--- config.mk ---
export PLATFORM = sky130hd
export DESIGN_NAME = squeeze_serializer
export DESIGN_NICKNAME = d
export VERILOG_FILES = /design/src/rtl/squeeze_serializer.sv
export SDC_FILE = /design/constraint.sdc
export NUM_CORES = 2
export LEC_CHECK = 0
export ABC_AREA = 0
export CAP_MARGIN = 20
export CORE_AREA = 2 2 439 441
export CTS_BUF_LIST = sky130_fd_sc_hd__clkbuf_16
export DETAILED_ROUTE_END_ITERATION = 6
export DIE_AREA = 0 0 441 443
export PLACE_DENSITY = 0.54
export SLEW_MARGIN = 20
export SYNTH_ARGS = -nofsm -noshare
export SYNTH_HDL_FRONTEND = slang
export SYNTH_SLANG_ARGS = --single-unit
export TNS_END_PERCENT = 5
--- constraint.sdc ---
create_clock -name clk -period 2.91 [get_ports clk]
set_input_delay 0.4365 -clock clk [delete_from_list [all_inputs] [get_ports clk]]
set_output_delay 0.4365 -clock clk [all_outputs]
set_load 0.02 [all_outputs]
--- src/rtl/squeeze_serializer.sv ---
// SHAKE256 squeeze-side serializer: streams 1088-bit rate blocks out as 2-bit
// chunks, MSB-first, and requests further permutations until the digest length is met.
module squeeze_serializer #(
  parameter int RANGE = 1088,
  parameter int LEN_W = 11
) (
  input  logic             clk,
  input  logic             reset_n,
  input  logic             squeeze_start,
  input  logic [LEN_W-1:0] out_len_bytes,
  input  logic [RANGE-1:0] block_in,
  input  logic             block_valid,
  output logic             block_req,
  input  logic             ready,
  output logic [1:0]       serial_out,
  output logic             serial_valid,
  output logic             serial_end_signal,
  output logic             squeeze_done,
  output logic [2:0]       debug_squeeze_state,
  output logic [LEN_W-1:0] debug_squeeze_bytecount
);

  typedef enum logic [2:0] {
    IDLE       = 3'd0,
    WAIT_BLOCK = 3'd1,
    SHIFT      = 3'd2,
    NEXT_REQ   = 3'd3,
    DONE       = 3'd4
  } state_t;

  localparam logic [7:0] LAST_BLK_BYTE = 8'(RANGE / 8 - 1);

  state_t           state_q, state_d;
  logic [LEN_W-1:0] len_q, len_d;
  logic [LEN_W-1:0] bytes_sent_q, bytes_sent_d;
  logic [7:0]       blk_byte_q, blk_byte_d;
  logic [1:0]       chunk_q, chunk_d;
  logic [RANGE-1:0] shreg_q, shreg_d;
  logic             done_q, done_d;

  logic [LEN_W:0]   sent_next;
  logic             last_byte;

  // One extra bit keeps the "next byte is the last one" compare free of wrap.
  assign sent_next = {1'b0, bytes_sent_q} + 1'b1;
  assign last_byte = (sent_next == {1'b0, len_q});

  always_comb begin
    state_d      = state_q;
    len_d        = len_q;
    bytes_sent_d = bytes_sent_q;
    blk_byte_d   = blk_byte_q;
    chunk_d      = chunk_q;
    shreg_d      = shreg_q;
    done_d       = done_q;

    case (state_q)
      IDLE, DONE: begin
        if (squeeze_start) begin
          len_d        = out_len_bytes;
          bytes_sent_d = '0;
          done_d       = 1'b0;
          state_d      = (out_len_bytes != '0) ? WAIT_BLOCK : DONE;
        end else if (state_q == DONE) begin
          done_d = 1'b1;
        end
      end
      WAIT_BLOCK: begin
        if (block_valid) begin
          shreg_d    = block_in;
          blk_byte_d = '0;
          chunk_d    = '0;
          state_d    = SHIFT;
        end
      end
      SHIFT: begin
        if (ready) begin
          shreg_d = {shreg_q[RANGE-3:0], 2'b00};
          chunk_d = chunk_q + 2'd1;
          // End of digest takes priority over end of block.
          if (chunk_q == 2'd3) begin
            bytes_sent_d = sent_next[LEN_W-1:0];
            blk_byte_d   = blk_byte_q + 8'd1;
            if (last_byte) begin
              state_d = DONE;
              done_d  = 1'b1;
            end else if (blk_byte_q == LAST_BLK_BYTE) begin
              state_d = NEXT_REQ;
            end
          end
        end
      end
      NEXT_REQ: begin
        state_d = WAIT_BLOCK;
      end
      default: begin
        state_d = IDLE;
      end
    endcase
  end

  always_ff @(posedge clk or negedge reset_n) begin
    if (!reset_n) begin
      state_q      <= IDLE;
      len_q        <= '0;
      bytes_sent_q <= '0;
      blk_byte_q   <= '0;
      chunk_q      <= '0;
      shreg_q      <= '0;
      done_q       <= 1'b0;
    end else begin
      state_q      <= state_d;
      len_q        <= len_d;
      bytes_sent_q <= bytes_sent_d;
      blk_byte_q   <= blk_byte_d;
      chunk_q      <= chunk_d;
      shreg_q      <= shreg_d;
      done_q       <= done_d;
    end
  end

  assign serial_valid            = (state_q == SHIFT);
  assign serial_out              = serial_valid ? shreg_q[RANGE-1 -: 2] : 2'b00;
  assign serial_end_signal       = serial_valid && (chunk_q == 2'd3) && last_byte;
  assign block_req               = (state_q == NEXT_REQ);
  assign squeeze_done            = done_q;
  assign debug_squeeze_state     = state_q;
  assign debug_squeeze_bytecount = bytes_sent_q;

endmodule

== Word-level counts from Yosys, hierarchy flattened ==
Index checks and enable logic that the tools add are counted.

* Bits in registers: 1124
* Bits of input ports: 1104
* Output and inout port bits: 20
* Logic and storage cells: 66

* Add/sub/neg operators: 3
* Eq/ne operators: 14
* Multiplexer cells: 29
* Reductions and logical operators: 13

{| class="wikitable"
|+ Operators by type and width
! cell !! number
|-
| $mux W1088 || 2
|-
| $pmux W1088 S2 || 1
|-
| $mux W11 || 3
|-
| $mux W8 || 3
|-
| $pmux W11 S2 || 1
|-
| $mux W3 || 7
|-
| $pmux W8 S2 || 1
|-
| $add A11 B1 Y12 const B || 1
|-
| $eq A12 B11 Y1 || 1
|-
| $pmux W3 S4 || 1
|-
| $reduce_bool A11 Y1 || 1
|-
| $reduce_and A5 Y1 || 2
|-
| $add A8 B1 Y8 const B || 1
|-
| $eq A8 B8 Y1 const B || 1
|-
| $reduce_and A4 Y1 || 2
|-
| $eq A3 B2 Y1 const B || 2
|-
| $mux W2 || 3
|-
| $ne A2 B2 Y1 const B || 3
|-
| $mux W1 || 5
|-
| $ne A2 B1 Y1 const B || 2
|-
| $pmux W2 S2 || 1
|-
| $reduce_bool A2 Y1 || 2
|-
| $eq A3 B1 Y1 const B || 1
|-
| $eq A3 B3 Y1 const B || 1
|-
| 10 further kinds || 11
|}

== Depth between registers and ports, before layout ==
* Word-level depth: 6
* Depth in mapped cells: 9
* Gate-level depth less buffers: 7

== Worst setup path after synthesis ==
No wires, ideal clock.

* Path type: register to output
* Start point: register bytes_sent_q[0] (netlist: debug_squeeze_bytecount[0])
* End point: output port serial_end_signal
* Data arrival time: 2.452 ns
* Path slack: 0.022 ns
* Stages on the path, launching flop included: 9
* Path buffers: 1
* Cells stage by stage: dfrtp_1 > ha_1 > buf_6 > nand4_4 > nor3_4 > xnor2_1 > or4_4 > a2111oi_4 > and3_1

* Word-level cells in the longest chain between the ends: 3

{| class="wikitable"
|+ RTL lines
! element !! RTL line !! RTL
|-
| start: declaration || 35 || <nowiki>logic [LEN_W-1:0] bytes_sent_q, bytes_sent_d;</nowiki>
|-
| start signal: assignment || 114 || <nowiki>bytes_sent_q <= bytes_sent_d;</nowiki>
|-
| $add A11 B1 Y12 || 45 || <nowiki>assign sent_next = {1'b0, bytes_sent_q} + 1'b1;</nowiki>
|-
| $eq A12 B11 Y1 || 46 || <nowiki>assign last_byte = (sent_next == {1'b0, len_q});</nowiki>
|-
| $logic_and A1 B1 Y1 || 124 || <nowiki>assign serial_end_signal = serial_valid && (chunk_q == 2'd3) && last_byte;</nowiki>
|-
| end: declaration || 17 || <nowiki>output logic serial_end_signal,</nowiki>
|}

Every way passes these cells.

== Worst setup path after layout ==
* Start point: register bytes_sent_q[1] (netlist: debug_squeeze_bytecount[1])
* End point: output port serial_end_signal

The elaborated chain is that of the path after synthesis.

==> impl_summary.log <==
INFO  metric status = complete, but fails checks
INFO  metric violated_checks = setup timing
INFO  metric slew-limit-headroom = 48.0%
INFO  metric clk_pin_slew_worst_paths = 0.06 ns
INFO  metric worstMarginPinSlew = 0.780 ns
INFO  metric worst_r2r_startpoint = debug_squeeze_state[2]$_DFFE_PN0P_
INFO  metric critical_path.startpoint_type = flip-flop
INFO  metric yosys.cell_types.count = 54
INFO  metric max-clock-path-buffers = 3
INFO  metric floorplan.die_area = 195,000 um2
INFO  metric critPathCapture = serial_end_signal
INFO  metric num_vias = 46,800
INFO  metric highest_count_cells_in_the_layout_ignoring_fill_and_taps = sky130_fd_sc_hd__nand2_1, sky130_fd_sc_hd__dfrtp_1, sky130_fd_sc_hd__clkdlybuf4s50_1, sky130_fd_sc_hd__nor2_1, sky130_fd_sc_hd__a31oi_1
INFO  metric worst_skew_pair.late_latency = 0.80 ns
INFO  metric clock_tree_from_tritoncts = yes
INFO  metric setup-violations-final = 1
INFO  metric ys_dominant_reg_cell = sky130_fd_sc_hd__dfrtp_1
INFO  metric gr-usage-all-layers = 18.4%
INFO  metric flop_to_flop_setup_slack = 0.45 ns
INFO  metric io_buffers = 1,123
INFO  metric reg2reg_depth = 5
INFO  metric arrival_time_at_the_worst_endpoint = 2.99 ns
INFO  metric timing.final.hold_violations = 0
INFO  metric vias_in_the_first_global_route = 45,800
INFO  metric postSynthAreaPerCell = 8.20 um2
INFO  metric kind_of_capture_point_of_the_worst_setup_path = primary output
INFO  metric critPathKind = flip-flop to primary output
INFO  metric grt_setup_unrepaired = true
INFO  metric core-area = 191,000 um2
INFO  metric weighted_congestion_reported_at_the_end_of_routability_driven_placement = 0.882
INFO  metric number_of_antenna_violations_at_the_first_check_in_global_routing = 36
INFO  metric grt_start_max_net_pins = 172
INFO  metric nNetsFinal = 8,212
INFO  metric critical-path-slowest-cell = sky130_fd_sc_hd__or4_4
INFO  metric layout_commonest_cell = sky130_fd_sc_hd__nand2_1
INFO  metric postSynth.asyncResetShare = 100%
INFO  metric crit_start = debug_squeeze_bytecount[1]$_DFFE_PN0P_
INFO  metric clock_tree.root_cell = sky130_fd_sc_hd__clkbuf_16
INFO  metric critical_path.cell_chain = ha_2 > nand4_4 > nor3_4 > xnor2_1 > or4_4 > a2111oi_4 > and3_4 > buf_6
INFO  metric synth.net_count = 7,265
INFO  metric post-route-drc-count = 0
INFO  metric yosys_warnings = 0
INFO  metric wire_length_of_the_first_global_routing_pass = 277,000 um
INFO  metric timing_max_transition_violations_final = 0
INFO  metric row_cnt = 161
INFO  metric postSynthRegisterBits = 1,124
INFO  metric h-tree-depth = 4
INFO  metric dp_hpwl = 136,000 um
INFO  metric critPathRequiredTime = 2.47 ns
INFO  metric min-delay-path-class = input port to async pin
INFO  metric power-per-cell-area = 683 nW/um2
INFO  metric post_drt_wl_per_cell = 19.0 um
INFO  metric critical_path_peak_fanout = 2
INFO  metric floorplan.die.height = 443 um
INFO  metric critical-path-max-stage-delay = 0.54 ns
INFO  metric cts.sink_count = 1,124
INFO  metric syn-instance-count = 6,158
INFO  metric syn_area = 50,500 um2
INFO  metric worst_clock_skew = 0.0334 ns
INFO  metric cts_inserted_buffers = 137
INFO  metric synth-edff-count = 0
INFO  metric ant_nets = 0
INFO  metric vdd_drop_max = 0.000520 V
INFO  metric yosysSeqAreaShare = 55.7%
INFO  metric via_to_cell_ratio = 4.80
INFO  metric fmax = 292 MHz
INFO  metric leakage_dissipation = 0.0295 uW
INFO  metric postRouteWirelength = 185,000 um
INFO  metric overflow = 0
INFO  metric layout_min_cycle_time = 3.43 ns
INFO  metric detailedRoute.firstIterationViolations = 3,562
INFO  metric drt_pre_antenna_iters = 6
INFO  metric io-pin-count = 1,124
INFO  metric die_w = 441 um
INFO  metric worst_r2r_endpoint = shreg_q[12]$_DFFE_PN0P_
INFO  metric post_route_cells_drive_above_1_share = 5.53%
INFO  metric final.setup.worst_slack = -0.517 ns
INFO  metric totalPowerFinal = 47,400 uW
INFO  metric maxCapViolations = 0
INFO  metric final.setup.tns = -0.517 ns
INFO  metric final_cycle_share = 118%
INFO  metric start_util = 26.4%
INFO  metric syn_to_final_growth = 37.6%
-- per-stage QoR --
stage	util (%)	cell area [um2]	hold slack (ns)	setup slack [ns]	instances
floorplan	-	50500	0.141	0.0217	6158
global placement	34.0	65000	0.398	0.0336	9490
detailed placement	34.0	65000	0.396	0.109	9490
CTS	36.3	69400	0.0939	-0.691	9737
global route	36.3	69500	0.127	-0.743	9751
finish	36.3	69500	0.140	-0.517	9752
-- synthesized netlist by cell type, types with 3 or more instances --
cell	n	area share, %
sky130_fd_sc_hd__inv_1	4	0.030
sky130_fd_sc_hd__buf_1	9	0.067
sky130_fd_sc_hd__o21ai_0	23	0.23
sky130_fd_sc_hd__xor2_1	12	0.21
sky130_fd_sc_hd__nor2_1	1108	8.2
sky130_fd_sc_hd__ha_1	3	0.074
sky130_fd_sc_hd__o31ai_1	5	0.074
sky130_fd_sc_hd__nor3_1	5	0.050
sky130_fd_sc_hd__a31oi_1	1087	13
sky130_fd_sc_hd__nor4_1	5	0.062
sky130_fd_sc_hd__buf_2	101	1.0
sky130_fd_sc_hd__xnor2_1	10	0.17
sky130_fd_sc_hd__nand3_1	9	0.089
sky130_fd_sc_hd__mux2_2	11	0.25
sky130_fd_sc_hd__dfrtp_1	1124	56
sky130_fd_sc_hd__buf_6	7	0.16
sky130_fd_sc_hd__nor2b_1	4	0.050
sky130_fd_sc_hd__a22o_1	3	0.052
sky130_fd_sc_hd__a21o_1	4	0.059
sky130_fd_sc_hd__nand2_1	2193	16
sky130_fd_sc_hd__and3_1	6	0.074
sky130_fd_sc_hd__a21oi_1	8	0.079
sky130_fd_sc_hd__clkbuf_1	380	2.8
sky130_fd_sc_hd__nand4_1	3	0.037
-- state kept, by name, summed over array words and instances, names as in the netlist --
| register | flops |
|---|---|
| shreg_q | 1088 |
| debug_squeeze_bytecount | 11 |
| squeeze_done | 1 |
| debug_squeeze_state | 3 |
| blk_byte_q | 8 |
| chunk_q | 2 |
| len_q | 11 |
-- worst min path at each step --
stage	start	endpoint	cells after the start
2_1_floorplan	reset_n	blk_byte_q[0]$_DFFE_PN0P_	0
3_3_place_gp	reset_n	shreg_q[309]$_DFFE_PN0P_	1
3_5_place_dp	reset_n	shreg_q[307]$_DFFE_PN0P_	1
4_1_cts	block_in[943]	shreg_q[943]$_DFFE_PN0P_	3
5_1_grt	reset_n	shreg_q[307]$_DFFE_PN0P_	2
6_report	reset_n	shreg_q[307]$_DFFE_PN0P_	2
-- power by group --
group	internal (uW)	switching [uW]
logic	4330	4410
registers	19500	2280
clock network	9750	7200
-- kinds of logic after synthesis --
family / Yosys count / synth area share, %
AO/OA/AOI/OAI: 1142 / 14.2
XOR/XNOR: 22 / 0.382
flip-flops: 1124 / 55.7
adder cells (fa/ha/maj): 3 / 0.0744
multiplexers: 11 / 0.245
buffers and inverters: 502 / 4.09
AND/OR/NAND/NOR: 3354 / 25.3
-- critical path: cells and delay by family (launching register included) --
kind | cells | cell delay [ns]
and+or+nand+nor | 4 | 1.09
DFF | 1 | 0.35
AOI/OAI and AO/OA | 1 | 0.34
adders and majority gates | 1 | 0.22
buffers and inverters | 1 | 0.12
xor gates and xnor gates | 1 | 0.09
-- timing repair --
action / in CTS / in global routing
resized for setup: 10 / 3
setup buffers: 1 / 0
pin swaps: 4 / 2
endpoints found under the setup margin: 4 / 2
endpoints found under the hold margin: 145 / 0
hold buffers: 1 / 0
gates cloned: 0 / 0
-- final cells by class --
class	instances	area, um2
multi-input combinational	4532	20300
timing repair buffer	1306	13400
fill	19700	122000
antenna	15	37.5
clock buffer	140	3500
tap	2526	3160
inverter	4	27.5
clock inverter	105	891
sequential	1124	28100
-- metal layers --
metal | GRT usage [%] | vias up | routed length (um)
li1 | - | 22400 | -
met1 | 23.5 | 22900 | 78800
met2 | 30.9 | 1197 | 90800
met3 | 3.72 | 264 | 10200
met4 | 5.92 | 44 | 4760
met5 | 0 | - | 293
No activity file was read; power rests on OpenSTA's default activity.
